--- config.mk ---
export PLATFORM = sky130hd
export DESIGN_NAME = hazard_unit
export DESIGN_NICKNAME = d
export VERILOG_FILES = /design/src/rtl/hazard_unit.sv
export SDC_FILE = /design/constraint.sdc
export NUM_CORES = 1
export LEC_CHECK = 0
export BUFFER_PORTS_ARGS = -buffer_cell sky130_fd_sc_hd__buf_2
export CAP_MARGIN = 0
export CORE_MARGIN = 10
export CORE_UTILIZATION = 35
export CTS_BUF_LIST = sky130_fd_sc_hd__clkbuf_8
export CTS_CLUSTER_DIAMETER = 150
export CTS_CLUSTER_SIZE = 20
export DETAILED_ROUTE_END_ITERATION = 6
export SYNTH_ARGS = -nofsm -noshare
export SYNTH_HDL_FRONTEND = slang
export SYNTH_SLANG_ARGS = --single-unit
--- constraint.sdc ---
create_clock -name clk -period 4.1 [get_ports clk]
set_clock_uncertainty 0.2 [all_clocks]
set_input_delay 0.82 -clock clk [delete_from_list [all_inputs] [get_ports clk]]
set_output_delay 0.82 -clock clk [all_outputs]
set_load 0.01 [all_outputs]
--- src/rtl/hazard_unit.sv ---
`default_nettype none
// ============================================================================
// Module      : hazard_unit
// Description : Pipeline hazard resolver for the 5-stage core. It produces the
//               E-stage operand forwarding selects and the load-use and
//               control stalls and flushes. It also holds the pipeline while
//               data memory is not ready, with a timeout. Two saturating
//               counters record stall and flush cycles.
// Revision    : 1.0 - initial release
// ============================================================================
module hazard_unit #(
    parameter int CNT_W   = 16,
    parameter int TIMEOUT = 64
) (
    input  logic             clk,
    input  logic             reset,
    input  logic [3:0]       RA1D,
    input  logic [3:0]       RA2D,
    input  logic [3:0]       RA1E,
    input  logic [3:0]       RA2E,
    input  logic [3:0]       WA3E,
    input  logic [3:0]       WA3M,
    input  logic [3:0]       WA3W,
    input  logic             RegWriteM,
    input  logic             RegWriteW,
    input  logic             MemtoRegE,
    input  logic             PCWrPendingF,
    input  logic             PCSrcW,
    input  logic             BranchTakenE,
    input  logic             MemReqM,
    input  logic             MemReadyM,
    output logic [1:0]       ForwardAE,
    output logic [1:0]       ForwardBE,
    output logic             StallF,
    output logic             StallD,
    output logic             StallE,
    output logic             StallM,
    output logic             FlushD,
    output logic             FlushE,
    output logic             FlushW,
    output logic             MemTimeout,
    output logic [CNT_W-1:0] StallCount,
    output logic [CNT_W-1:0] FlushCount
);

    localparam int                    c_WCNT_W    = $clog2(TIMEOUT) + 1;
    localparam logic [c_WCNT_W-1:0]   c_WAIT_LAST = c_WCNT_W'(TIMEOUT - 1);

    localparam logic [1:0] c_S_IDLE = 2'd0;
    localparam logic [1:0] c_S_WAIT = 2'd1;
    localparam logic [1:0] c_S_ERR  = 2'd2;

    logic [1:0]          r_state;
    logic [1:0]          w_stateNext;
    logic [c_WCNT_W-1:0] r_waitCnt;
    logic [c_WCNT_W-1:0] w_waitCntNext;
    logic                w_ldrStall;
    logic                w_memStall;
    logic [CNT_W-1:0]    r_stallCount;
    logic [CNT_W-1:0]    r_flushCount;

    // After a timeout the memory stall is released so that the pipeline can drain.
    assign MemTimeout = (r_state == c_S_ERR);
    assign w_ldrStall = ((RA1D == WA3E) || (RA2D == WA3E)) && MemtoRegE;
    assign w_memStall = MemReqM && !MemReadyM && !MemTimeout;
    assign StallCount = r_stallCount;
    assign FlushCount = r_flushCount;

    // Operand forwarding. The M stage holds the younger result, so it takes priority over W.
    always_comb begin
        ForwardAE = 2'b00;
        ForwardBE = 2'b00;
        if (RegWriteM && (RA1E == WA3M))      ForwardAE = 2'b10;
        else if (RegWriteW && (RA1E == WA3W)) ForwardAE = 2'b01;
        if (RegWriteM && (RA2E == WA3M))      ForwardBE = 2'b10;
        else if (RegWriteW && (RA2E == WA3W)) ForwardBE = 2'b01;
    end

    // Stall and flush selection. A memory stall freezes F through M, and a
    // bubble enters W. Any pending flush stays in the frozen registers.
    always_comb begin
        StallF = 1'b0;
        StallD = 1'b0;
        StallE = 1'b0;
        StallM = 1'b0;
        FlushD = 1'b0;
        FlushE = 1'b0;
        FlushW = 1'b0;
        if (w_memStall) begin
            StallF = 1'b1;
            StallD = 1'b1;
            StallE = 1'b1;
            StallM = 1'b1;
            FlushW = 1'b1;
        end else begin
            StallF = w_ldrStall || PCWrPendingF;
            StallD = w_ldrStall;
            FlushD = PCWrPendingF || PCSrcW || BranchTakenE;
            FlushE = w_ldrStall || BranchTakenE;
        end
    end

    // Memory-wait FSM: next state and wait count.
    always_comb begin
        w_stateNext   = r_state;
        w_waitCntNext = r_waitCnt;
        case (r_state)
            c_S_IDLE: begin
                if (MemReqM && !MemReadyM) begin
                    w_stateNext   = c_S_WAIT;
                    w_waitCntNext = c_WCNT_W'(1);
                end
            end
            c_S_WAIT: begin
                if (MemReadyM || !MemReqM) begin
                    w_stateNext   = c_S_IDLE;
                    w_waitCntNext = '0;
                end else if (r_waitCnt == c_WAIT_LAST) begin
                    w_stateNext   = c_S_ERR;
                    w_waitCntNext = '0;
                end else begin
                    w_waitCntNext = r_waitCnt + c_WCNT_W'(1);
                end
            end
            c_S_ERR: begin
                w_stateNext   = c_S_ERR;
                w_waitCntNext = '0;
            end
            default: begin
                w_stateNext   = c_S_IDLE;
                w_waitCntNext = '0;
            end
        endcase
    end

    // Memory-wait FSM state register.
    always_ff @(posedge clk) begin
        if (reset) begin
            r_state   <= c_S_IDLE;
            r_waitCnt <= '0;
        end else begin
            r_state   <= w_stateNext;
            r_waitCnt <= w_waitCntNext;
        end
    end

    // Saturating event counters. Each counter stops at its all-ones value.
    always_ff @(posedge clk) begin
        if (reset) begin
            r_stallCount <= '0;
            r_flushCount <= '0;
        end else begin
            if (StallF && (r_stallCount != '1)) r_stallCount <= r_stallCount + 1'b1;
            if (FlushE && (r_flushCount != '1)) r_flushCount <= r_flushCount + 1'b1;
        end
    end

endmodule
`default_nettype wire
==> summary.txt, run 1 <==
Timing
  – Slew Limit Fails: 0
  – Slew HR: 44.4%
  – Slew @ Worst Pin: 827 ps
  – RSZ-0062 raised after global routing: no
  – Finish-stage setup viols: 0
  – Period utilisation layout: 75.8%
  – PnR worst setup slack: 991 ps
  – Fmax: 0.322 GHz
  – Fin crit period: 3110 ps
  – Number of failing hold endpoints at the final stage: 0
  – Post-Route Setup TNS: 0 ps

Layout
  – Area Overhead vs Synth: 22.7%
  – Post-Layout Cell Count: 455
  – FILL cells: 696
  – Layout cells sized above 1: 29.6%
  – N_diodes: 0
  – Nets: 415

Pwr
  – Power density over cell area: 275 mW/mm2
  – Sw frac: 27.6%
  – Maximum vdd drop: 0.133 mV
  – Seq pwr share: 50.2%
  – Combinational Power Share: 15.5%
  – Int Pwr: 595 uW
  – P_sw: 227 uW
  – P_leak: 1.21 nW
  – Clock network power share: 34.3%

Global routing
  – Remaining global-route overflow: 0
  – First-pass GRT wire length: 10.0 mm
  – Largest net degree at the start of global routing: 48
  – Number of global-route vias before repair: 2137
  – Initial antenna violation count: 0
  – All-layer global routing usage: 11.5%

Critical path
  – Slowest-stage cell, CP: o21ai_2
  – Buf/Inv on CP: 3
  – CP Capture Type: output pin
  – Delay-heaviest family, CP: simple AND/OR/NAND/NOR gates
  – Crit path DAT: 2090 ps
  – CP max stage delay: 370 ps
  – Worst-path cell chain: buf_2, xor2_1, nor4_4, o21ai_2, and2_4, inv_1, buf_2
  – Most used cell, CP: buf_2
  – Max Fanout on Critical Path: 9
  – Crit start category: primary input
  – Req. time, crit path: 3080 ps
  – Setup CP Type: in2out

Synth
  – Ys async rst share: 0%
  – Post-Syn Area: 0.00243 mm2
  – Post-synth cell types: 51
  – Ys Warns: 0
  – Sequential share of the synthesized area: 33.8%
  – Ys flop type: dfxtp_1
  – Post-synth EDFFs: 0
  – Flops & latches, synth: 41
  – Synth Net Count: 337
  – Synth Area per Inst: 8.21 um2
  – Cells after synthesis: 296

Floorplanning
  – I/O Pins: 82
  – Initial Util: 36.0%
  – Die Width: 103 um
  – Die area: 0.0107 mm2
  – Rows: 30
  – Core area: 0.00676 mm2
  – Die H: 103 um

Clocking
  – Resized Gates After CTS: 0
  – Clock Sinks: 41
  – Post-CTS Hold Buffers: 0
  – Clock tree buffer depth: 2
  – Cts bufs inserted: 5
  – Post-CTS Repair Setup Buffers: 0
  – Clock transition at path regs: 70 ps
  – TritonCTS clock tree: done
  – # H-tree levels: 2
  – Clock latency on the worst-skew pair: 290 ps
  – Clock Tree Root: clkbuf_8

Detailed routing
  – Met3 wire length: 457 um
  – M1 wire length: 2.83 mm
  – Routed WL: 6.45 mm
  – DR WL met2: 3.09 mm
  – First-pass iteration count of the detailed router: 4
  – Via density: 5.20
  – Drt initial violations: 116
  – Via count: 2366
  – Post-route antenna net violation count: 0
  – Top sig layer: met4
  – Residual DRC: 0
  – DR WL/cell: 14.2 um

Run
  – Max cap viols: 0

Placed design
  – Worst slack, placed: 998 ps
  – DP Cell Count: 447
  – Post-DP HPWL: 5.03 mm
  – Port bufs: 81
  – RD Place Congestion: 0.804

Outcome
  – Status: completed

Hold path
  – HP Class: reg2reg
[worst paths after layout]
path                  from            end  slack, ps  cells past startpoint
max                WA3E[1]         StallF        990                      7
max reg2reg  FlushCount[0]  FlushCount[9]       1610                      7
min reg2reg   r_waitCnt[6]   r_waitCnt[6]        290                      1
min           r_waitCnt[6]   r_waitCnt[6]        290                      1
[per-stage QoR]
stage	hold WS, ps	util, %	area [um2]	total power [mW]
finish	286	44.2	2980	0.822
global route	297	44.2	2980	0.866
CTS	284	44.2	2980	0.833
detailed placement	273	42.7	2890	0.550
global placement	266	42.7	2890	0.549
floorplan	254	-	2430	0.500
[registers in the layout (all words and copies together), names as in the netlist]
name,flops
FlushCount,16
r_waitCnt,7
StallCount,16
r_state,2
[worst register-to-register path, cell delays in order, from the launching register on]
cell and delay (ps):
dfxtp_1 390, ha_1 210, nand2_1 80, or4_1 520, o21ai_2 350, nor2_1 150
nand4_1 140, mux2_2 330
[power by group through the flow]
| stage | logic, mW | clock network [mW] | registers, mW |
|---|---|---|---|
| finish | 0.127 | 0.282 | 0.412 |
| global route | 0.142 | 0.310 | 0.414 |
| CTS | 0.129 | 0.292 | 0.412 |
| detailed placement | 0.129 | 0 | 0.422 |
| global placement | 0.127 | 0 | 0.422 |
| floorplan | 0.0766 | 0 | 0.424 |
[cells in the mapped netlist, types with 4 or more instances]
| cell type | count | area (um2) |
|---|---|---|
| dfxtp_1 | 41 | 821 |
| nor2_1 | 38 | 143 |
| a21oi_1 | 21 | 105 |
| xor2_1 | 20 | 175 |
| nand2_1 | 19 | 71.3 |
| xnor2_1 | 19 | 166 |
| nand3_1 | 12 | 60.1 |
| nor3_1 | 12 | 60.1 |
| o21ai_0 | 11 | 55.1 |
| nand4_1 | 10 | 62.6 |
| clkbuf_1 | 7 | 26.3 |
| nor2b_1 | 7 | 43.8 |
| or4_1 | 6 | 45.0 |
| and3_1 | 5 | 31.3 |
| inv_1 | 5 | 18.8 |
| mux2_2 | 5 | 56.3 |
| nor4_1 | 5 | 31.3 |
| or3_1 | 5 | 31.3 |
| nand3b_1 | 4 | 30.0 |
[placed cells by master, fill, tap and decap left out, drive strengths merged, types with 5 or more instances in the layout]
master  instances
a21oi          21
and3            5
buf            82
clkbuf          6
dfxtp          41
inv             6
mux2            5
nand2          19
nand3          12
nand4          10
nor2           39
nor2b           7
nor3           12
nor4            7
o21ai          13
or3             5
or4             6
xnor2          19
xor2           20
[cell type report]
class | instances | area, um2 | area share, %
Clock buffer | 6 | 82.6 | 2.77
Clock inverter | 2 | 13.8 | 0.461
Inverter | 6 | 22.5 | 0.755
Multi-Input combinational cell | 238 | 1530 | 51.3
Sequential cell | 41 | 821 | 27.5
Tap cell | 80 | 100 | 3.35
Timing Repair Buffer | 82 | 413 | 13.8
[cell families (layout without fill, tap and decap cells)]
| logic type | count (synthesis) | after routing | share of synthesized area [%] |
|---|---|---|---|
| fa+ha+maj | 3 | 3 | 1.54 |
| xor+xnor | 39 | 39 | 14.1 |
| flops | 41 | 41 | 33.8 |
| mux | 6 | 6 | 2.73 |
| buf+inv | 17 | 96 | 3.24 |
| simple gates | 142 | 142 | 32.4 |
| compound gates | 48 | 48 | 12.3 |
[layer usage]
metal,GRT usage (%),up-vias
met2,19.1,58
met4,3.74,0
met5,0,-
met1,13.7,1096
li1,-,1206
met3,4.05,6
(Power assumes the default switching activity.)
==> run 2, diff against run 1 <==
Clock period 4.1 ns to 2.6 ns, I/O delays scaled along.
==> run 2 against run 1 <==
Net effect:
- sequential cell count did not move
- critical endpoint is now FlushE
- count of clock-buffer cells in the layout shrank 1
- setup slack got worse by 840 ps
- design area grew 5.5%
- register-to-register slack worse by 1300 ps
- highest routed layer unchanged
==> summary.txt, run 2 (synthesis gave the netlist of run 1 again) <==
Floorplanning
  – Die Width: 103 um (unchanged)
  – Rows: 30 (unchanged)
  – I/O Pins: 82 (unchanged)
  – Die area: 0.0107 mm2 (unchanged)
  – Core area: 0.00676 mm2 (unchanged)
  – Die H: 103 um (unchanged)
  – Initial Util: 36.0% (unchanged)

Layout
  – Most frequent cells in the layout: buf_2, dfxtp_1, nor2_1, a21oi_1, xor2_1 (unchanged)
  – Most common cell after layout, fill and taps aside: buf_2 (unchanged)
  – N_diodes: 0 (unchanged)
  – Layout cells sized above 1: 32.6% (was 29.6%)
  – Register Area: 821 um2 (unchanged)
  – FILL cells: 690 (was 696)
  – Nets: 433 (was 415)
  – Area Overhead vs Synth: 29.4% (was 22.7%)
  – Multi-input gate area: 0.00153 mm2 (unchanged)

Timing
  – Finish-stage setup viols: 0 (unchanged)
  – Period utilisation layout: 94.0%
  – Slew Limit Fails: 0 (unchanged)
  – Fin crit period: 2440 ps
  – PnR worst setup slack: 155 ps (was 991 ps)
  – RSZ-0062 raised after global routing: no (unchanged)
  – Post-Route Setup TNS: 0 ps (unchanged)
  – Number of failing hold endpoints at the final stage: 0 (unchanged)
  – Slew @ Worst Pin: 742 ps (was 827 ps)
  – Fmax: 0.409 GHz
  – Slew HR: 49.9% (was 44.4%)

Clocking
  – TritonCTS clock tree: done (unchanged)
  – Post-CTS Repair Setup Buffers: 0 (unchanged)
  – Resized Gates After CTS: 0 (unchanged)
  – Cts bufs inserted: 5 (unchanged)
  – # H-tree levels: 2 (unchanged)
  – Clock latency on the worst-skew pair: 290 ps (about the same)
  – Clock Tree Root: clkbuf_8 (unchanged)
  – Clock tree buffer depth: 2 (unchanged)
  – Clock Sinks: 41 (unchanged)
  – Clock transition at path regs: 80 ps (was 70 ps)
  – Post-CTS Hold Buffers: 0 (unchanged)

Detailed routing
  – Via count: 2455 (was 2366)
  – Drt initial violations: 100 (was 116)
  – DR WL/cell: 14.4 um (was 14.2 um)
  – Routed WL: 6.82 mm (was 6.45 mm)
  – First-pass iteration count of the detailed router: 4 (unchanged)
  – Via density: 5.19 (was 5.20)
  – Post-route antenna net violation count: 0 (unchanged)
  – Residual DRC: 0 (unchanged)

Critical path
  – Crit path DAT: 1720 ps (was 2090 ps)
  – Setup CP Type: in2out (unchanged)
  – Req. time, crit path: 1880 ps (was 3080 ps)
  – Crit start category: primary input (unchanged)
  – Worst-case reg-to-reg path depth: 7 (unchanged)
  – RR Startpoint: FlushCount[1] (was FlushCount[0])
  – Source of the critical timing path: WA3E[1] (unchanged)
  – CP Capture Type: output pin (unchanged)
  – Max Fanout on Critical Path: 7 (was 9)

Pwr
  – Maximum vdd drop: 0.243 mV (was 0.133 mV)
  – P_sw: 360 uW (was 227 uW)
  – Clock network power share: 37.0% (was 34.3%)
  – P_leak: 1.32 nW (was 1.21 nW)
  – Int Pwr: 1.02 mW (was 595 uW)
  – Sw frac: 26.0% (was 27.6%)
  – Power density over cell area: 439 mW/mm2 (was 275 mW/mm2)
  – Seq pwr share: 47.0% (was 50.2%)
  – Combinational Power Share: 16.1% (was 15.5%)

Global routing
  – First-pass GRT wire length: 11.1 mm (was 10.0 mm)
  – Largest net degree at the start of global routing: 31 (was 48)
  – Initial antenna violation count: 0 (unchanged)
  – All-layer global routing usage: 12.9% (was 11.5%)
  – Number of global-route vias before repair: 2371 (was 2137)
  – Remaining global-route overflow: 0 (unchanged)

Placed design
  – Post-DP HPWL: 5.51 mm (was 5.03 mm)
  – Port bufs: 81 (unchanged)
  – Worst slack, placed: 65.3 ps (was 998 ps)
  – RD Place Congestion: 0.908 (was 0.804)

Hold path
  – Hold path startpoint: r_waitCnt[6] (unchanged)
  – HP Class: reg2reg (unchanged)
  – Worst Hold Depth: 1 (unchanged)

Run
  – Max cap viols: 0 (unchanged)

Outcome
  – Status: completed (unchanged)
[run 2: cell types whose count changed in the layout (fill, tap and decap cells not counted)]
| cell | previous run | this run |
|---|---|---|
| clkbuf_8 | 6 | 5 |
| bufinv_16 | 0 | 1 |
| inv_1 | 5 | 6 |
| buf_12 | 0 | 1 |
| buf_4 | 1 | 18 |
| clkinv_2 | 1 | 0 |
[run 2: area by class of cell]
type	instances	share of cell area (%)
multi-input combinational	238	48.7
sequential	41	26.1
tap	80	3.18
clock buffer	5	2.19
inverter	6	0.716
timing repair buffer	100	17.8
clock inverter	3	1.35
[run 2: routing by layer]
| layer | vias to the layer above | share of wire [%] | GRT usage (%) |
|---|---|---|---|
| li1 | 1247 | - | - |
| met1 | 1145 | 43 | 15.5 |
| met2 | 58 | 50 | 22.1 |
| met3 | 5 | 6.5 | 3.59 |
| met4 | 0 | 0.81 | 3.32 |
| met5 | - | 0 | 0 |
[run 2: final timing paths]
kind                                 endpoint  slack, ps
worst min register to register   r_waitCnt[6]        280
worst max register to register  FlushCount[9]        270
worst min-delay path             r_waitCnt[6]        280
worst max-delay path                   FlushE        160
[run 2: worst max-delay path, cell delays in order]
cell and delay [ps]:
buf_2 110, xor2_1 180, nor4_4 330, o21ai_2 170, a21oi_1 240, buf_2 170
[run 2: power by group through the flow]
stage	registers (mW)	clock network (mW)	logic, mW
3_3_place_gp	0.663	0	0.221
3_5_place_dp	0.664	0	0.224
2_1_floorplan	0.668	0	0.121
4_1_cts	0.649	0.532	0.225
6_report	0.649	0.511	0.222
5_1_grt	0.652	0.552	0.248
[run 2: through the flow]
stage	hold WS (ps)	instance area [um2]	std cells	util (%)	power, mW
floorplan	254	2430	296	-	0.789
global placement	270	3040	465	44.9	0.884
detailed placement	267	3040	465	44.9	0.888
CTS	281	3150	473	46.6	1.41
global route	318	3150	473	46.6	1.45
finish	283	3150	473	46.6	1.38
==> run 3, diff against run 2 <==
Settings changed: CTS_BUF_LIST sky130_fd_sc_hd__clkbuf_8 to sky130_fd_sc_hd__clkbuf_4, CTS_CLUSTER_DIAMETER 150 to unset.
==> run 3 against run 2 <==
Net effect:
- total power is 5.3% lower
- setup slack got worse by 14 ps
- first-iteration DRC count is 21% higher
- non-clock buffer count did not move
- utilization down 0.41 points
- critical path depth did not move
- final cell count stayed put
- routed wire length up 0.34%
- fmax fell by 0.56%
- clock power shrank 15%
- die area stayed put
==> summary.txt, run 3 (synthesis gave the netlist of run 1 again) <==
Run
  – Max cap viols: 0 (unchanged)

Timing
  – Slew Limit Fails: 0 (unchanged)
  – RSZ-0062 raised after global routing: no (unchanged)
  – Fmax: 0.407 GHz (was 0.409 GHz)
  – Slew @ Worst Pin: 701 ps (was 742 ps)
  – Finish-stage setup viols: 0 (unchanged)
  – Number of failing hold endpoints at the final stage: 0 (unchanged)
  – Fin crit period: 2460 ps (was 2440 ps)
  – Period utilisation layout: 94.5% (was 94.0%)
  – Post-Route Setup TNS: 0 ps (unchanged)
  – Slew HR: 52.7% (was 49.9%)

Critical path
  – Setup CP Type: in2out (unchanged)
  – Slowest-stage cell, CP: nor4_4 (unchanged)
  – CP Capture Type: output pin (unchanged)
  – Crit path DAT: 1740 ps (was 1720 ps)
  – Req. time, crit path: 1880 ps (about the same)
  – Worst-path cell chain: buf_2, xor2_1, nor4_4, o21ai_2, a21oi_1, buf_2 (unchanged)
  – CP max stage delay: 330 ps (about the same)
  – Crit start category: primary input (unchanged)
  – R2r setup slk: 260 ps (was 270 ps)
  – Most used cell, CP: buf_2 (unchanged)
  – Max Fanout on Critical Path: 7 (unchanged)

Clocking
  – Resized Gates After CTS: 0 (unchanged)
  – Clock latency on the worst-skew pair: 360 ps (was 290 ps)
  – Clock Sinks: 41 (unchanged)
  – Post-CTS Repair Setup Buffers: 0 (unchanged)
  – Clock transition at path regs: 130 ps (was 80 ps)
  – TritonCTS clock tree: done (unchanged)
  – Cts bufs inserted: 5 (unchanged)
  – Post-CTS Hold Buffers: 0 (unchanged)
  – # H-tree levels: 2 (unchanged)
  – Clock tree buffer depth: 2 (unchanged)
  – Clock Tree Root: clkbuf_4 (was clkbuf_8)

Floorplanning
  – Rows: 30 (unchanged)
  – Die H: 103 um (unchanged)
  – Die area: 0.0107 mm2 (unchanged)
  – Die Width: 103 um (unchanged)
  – I/O Pins: 82 (unchanged)
  – Core area: 0.00676 mm2 (unchanged)
  – Initial Util: 36.0% (unchanged)

Layout
  – Design area: 0.00312 mm2 (was 0.00315 mm2)
  – Nets: 433 (unchanged)
  – Layout cells sized above 1: 32.8% (was 32.6%)
  – Most frequent cells in the layout: buf_2, dfxtp_1, nor2_1, a21oi_1, xor2_1 (unchanged)
  – N_diodes: 0 (unchanged)
  – Area Overhead vs Synth: 28.3% (was 29.4%)
  – Core Util, Final: 46.2% (was 46.6%)
  – FILL cells: 698 (was 690)
  – Most common cell after layout, fill and taps aside: buf_2 (unchanged)
  – Post-Layout Cell Count: 473 (unchanged)

Detailed routing
  – Drt initial violations: 121 (was 100)
  – Via density: 5.15 (was 5.19)
  – Via count: 2437 (was 2455)
  – DR WL/cell: 14.5 um (was 14.4 um)
  – Post-route antenna net violation count: 0 (unchanged)
  – Residual DRC: 0 (unchanged)
  – Routed WL: 6.84 mm (was 6.82 mm)
  – First-pass iteration count of the detailed router: 5 (was 4)

Placed design
  – Post-placement cell area: 0.00304 mm2 (unchanged)
  – RD Place Congestion: 0.908 (unchanged)
  – Port bufs: 81 (unchanged)
  – DP Cell Count: 465 (unchanged)
  – Post-DP HPWL: 5.51 mm (unchanged)

Global routing
  – Remaining global-route overflow: 0 (unchanged)
  – Number of global-route vias before repair: 2372 (was 2371)
  – Initial antenna violation count: 0 (unchanged)
  – All-layer global routing usage: 13.0% (was 12.9%)
  – Largest net degree at the start of global routing: 31 (unchanged)
  – First-pass GRT wire length: 11.1 mm (about the same)

Pwr
  – P_sw: 354 uW (was 360 uW)
  – Int Pwr: 953 uW (was 1.02 mW)
  – Sw frac: 27.1% (was 26.0%)
  – Clock network power share: 33.3% (was 37.0%)
  – Maximum vdd drop: 0.256 mV (was 0.243 mV)
  – Combinational Power Share: 17.0% (was 16.1%)
  – Power density over cell area: 419 mW/mm2 (was 439 mW/mm2)
  – Seq pwr share: 49.7% (was 47.0%)
  – P_leak: 1.30 nW (was 1.32 nW)
  – Total power: 1.31 mW (was 1.38 mW)

Outcome
  – Status: completed (unchanged)

Hold path
  – HP Class: in2reg (was reg2reg)
-- run 3: final timing paths --
check,start,to,cells past startpoint
setup / recovery,WA3E[1],FlushE,6
hold / removal,MemReadyM,r_state[0],4
setup reg to reg,FlushCount[1],FlushCount[9],7
hold reg to reg,r_waitCnt[6],r_waitCnt[6],1
-- run 3: power groups by stage --
stage	Clock, mW	Combinational [mW]	Sequential [mW]
after floorplan	0	0.121	0.668
after global routing	0.473	0.248	0.653
after detailed placement	0	0.224	0.664
after global placement	0	0.221	0.663
after CTS	0.452	0.225	0.650
final	0.436	0.222	0.650
-- run 3: per-layer routing --
layer	share of wire, %	wire length (um)	vias to the layer above	track usage (%)
met2	50	3400	53	22.1
met3	6.4	436	5	3.59
met5	0	0	-	0
met1	43	2950	1134	15.4
li1	-	-	1245	-
met4	0.69	47	0	3.96
-- run 3: worst max-delay path: cells and delay by family --
kind,cells,cell delay (ps)
buf+inv,2,290
simple gates,1,330
xor+xnor,1,180
compound gates,2,420
-- run 3: through the flow --
| step | hold slack (ps) | setup slack [ps] |
|---|---|---|
| 4_1_cts | 245 | 151 |
| 5_1_grt | 257 | 59.7 |
| 3_3_place_gp | 270 | 127 |
| 2_1_floorplan | 254 | 266 |
| 6_report | 260 | 142 |
| 3_5_place_dp | 267 | 65.3 |
-- run 3: area by class of cell --
cell class / instances / area, um2 / share of cell area [%]
timing repair buffer: 100 / 561 / 18.0
tap: 80 / 100 / 3.21
multi-input combinational: 238 / 1530 / 49.1
clock inverter: 2 / 38.8 / 1.24
inverter: 6 / 22.5 / 0.722
sequential: 41 / 821 / 26.3
clock buffer: 6 / 45.0 / 1.44
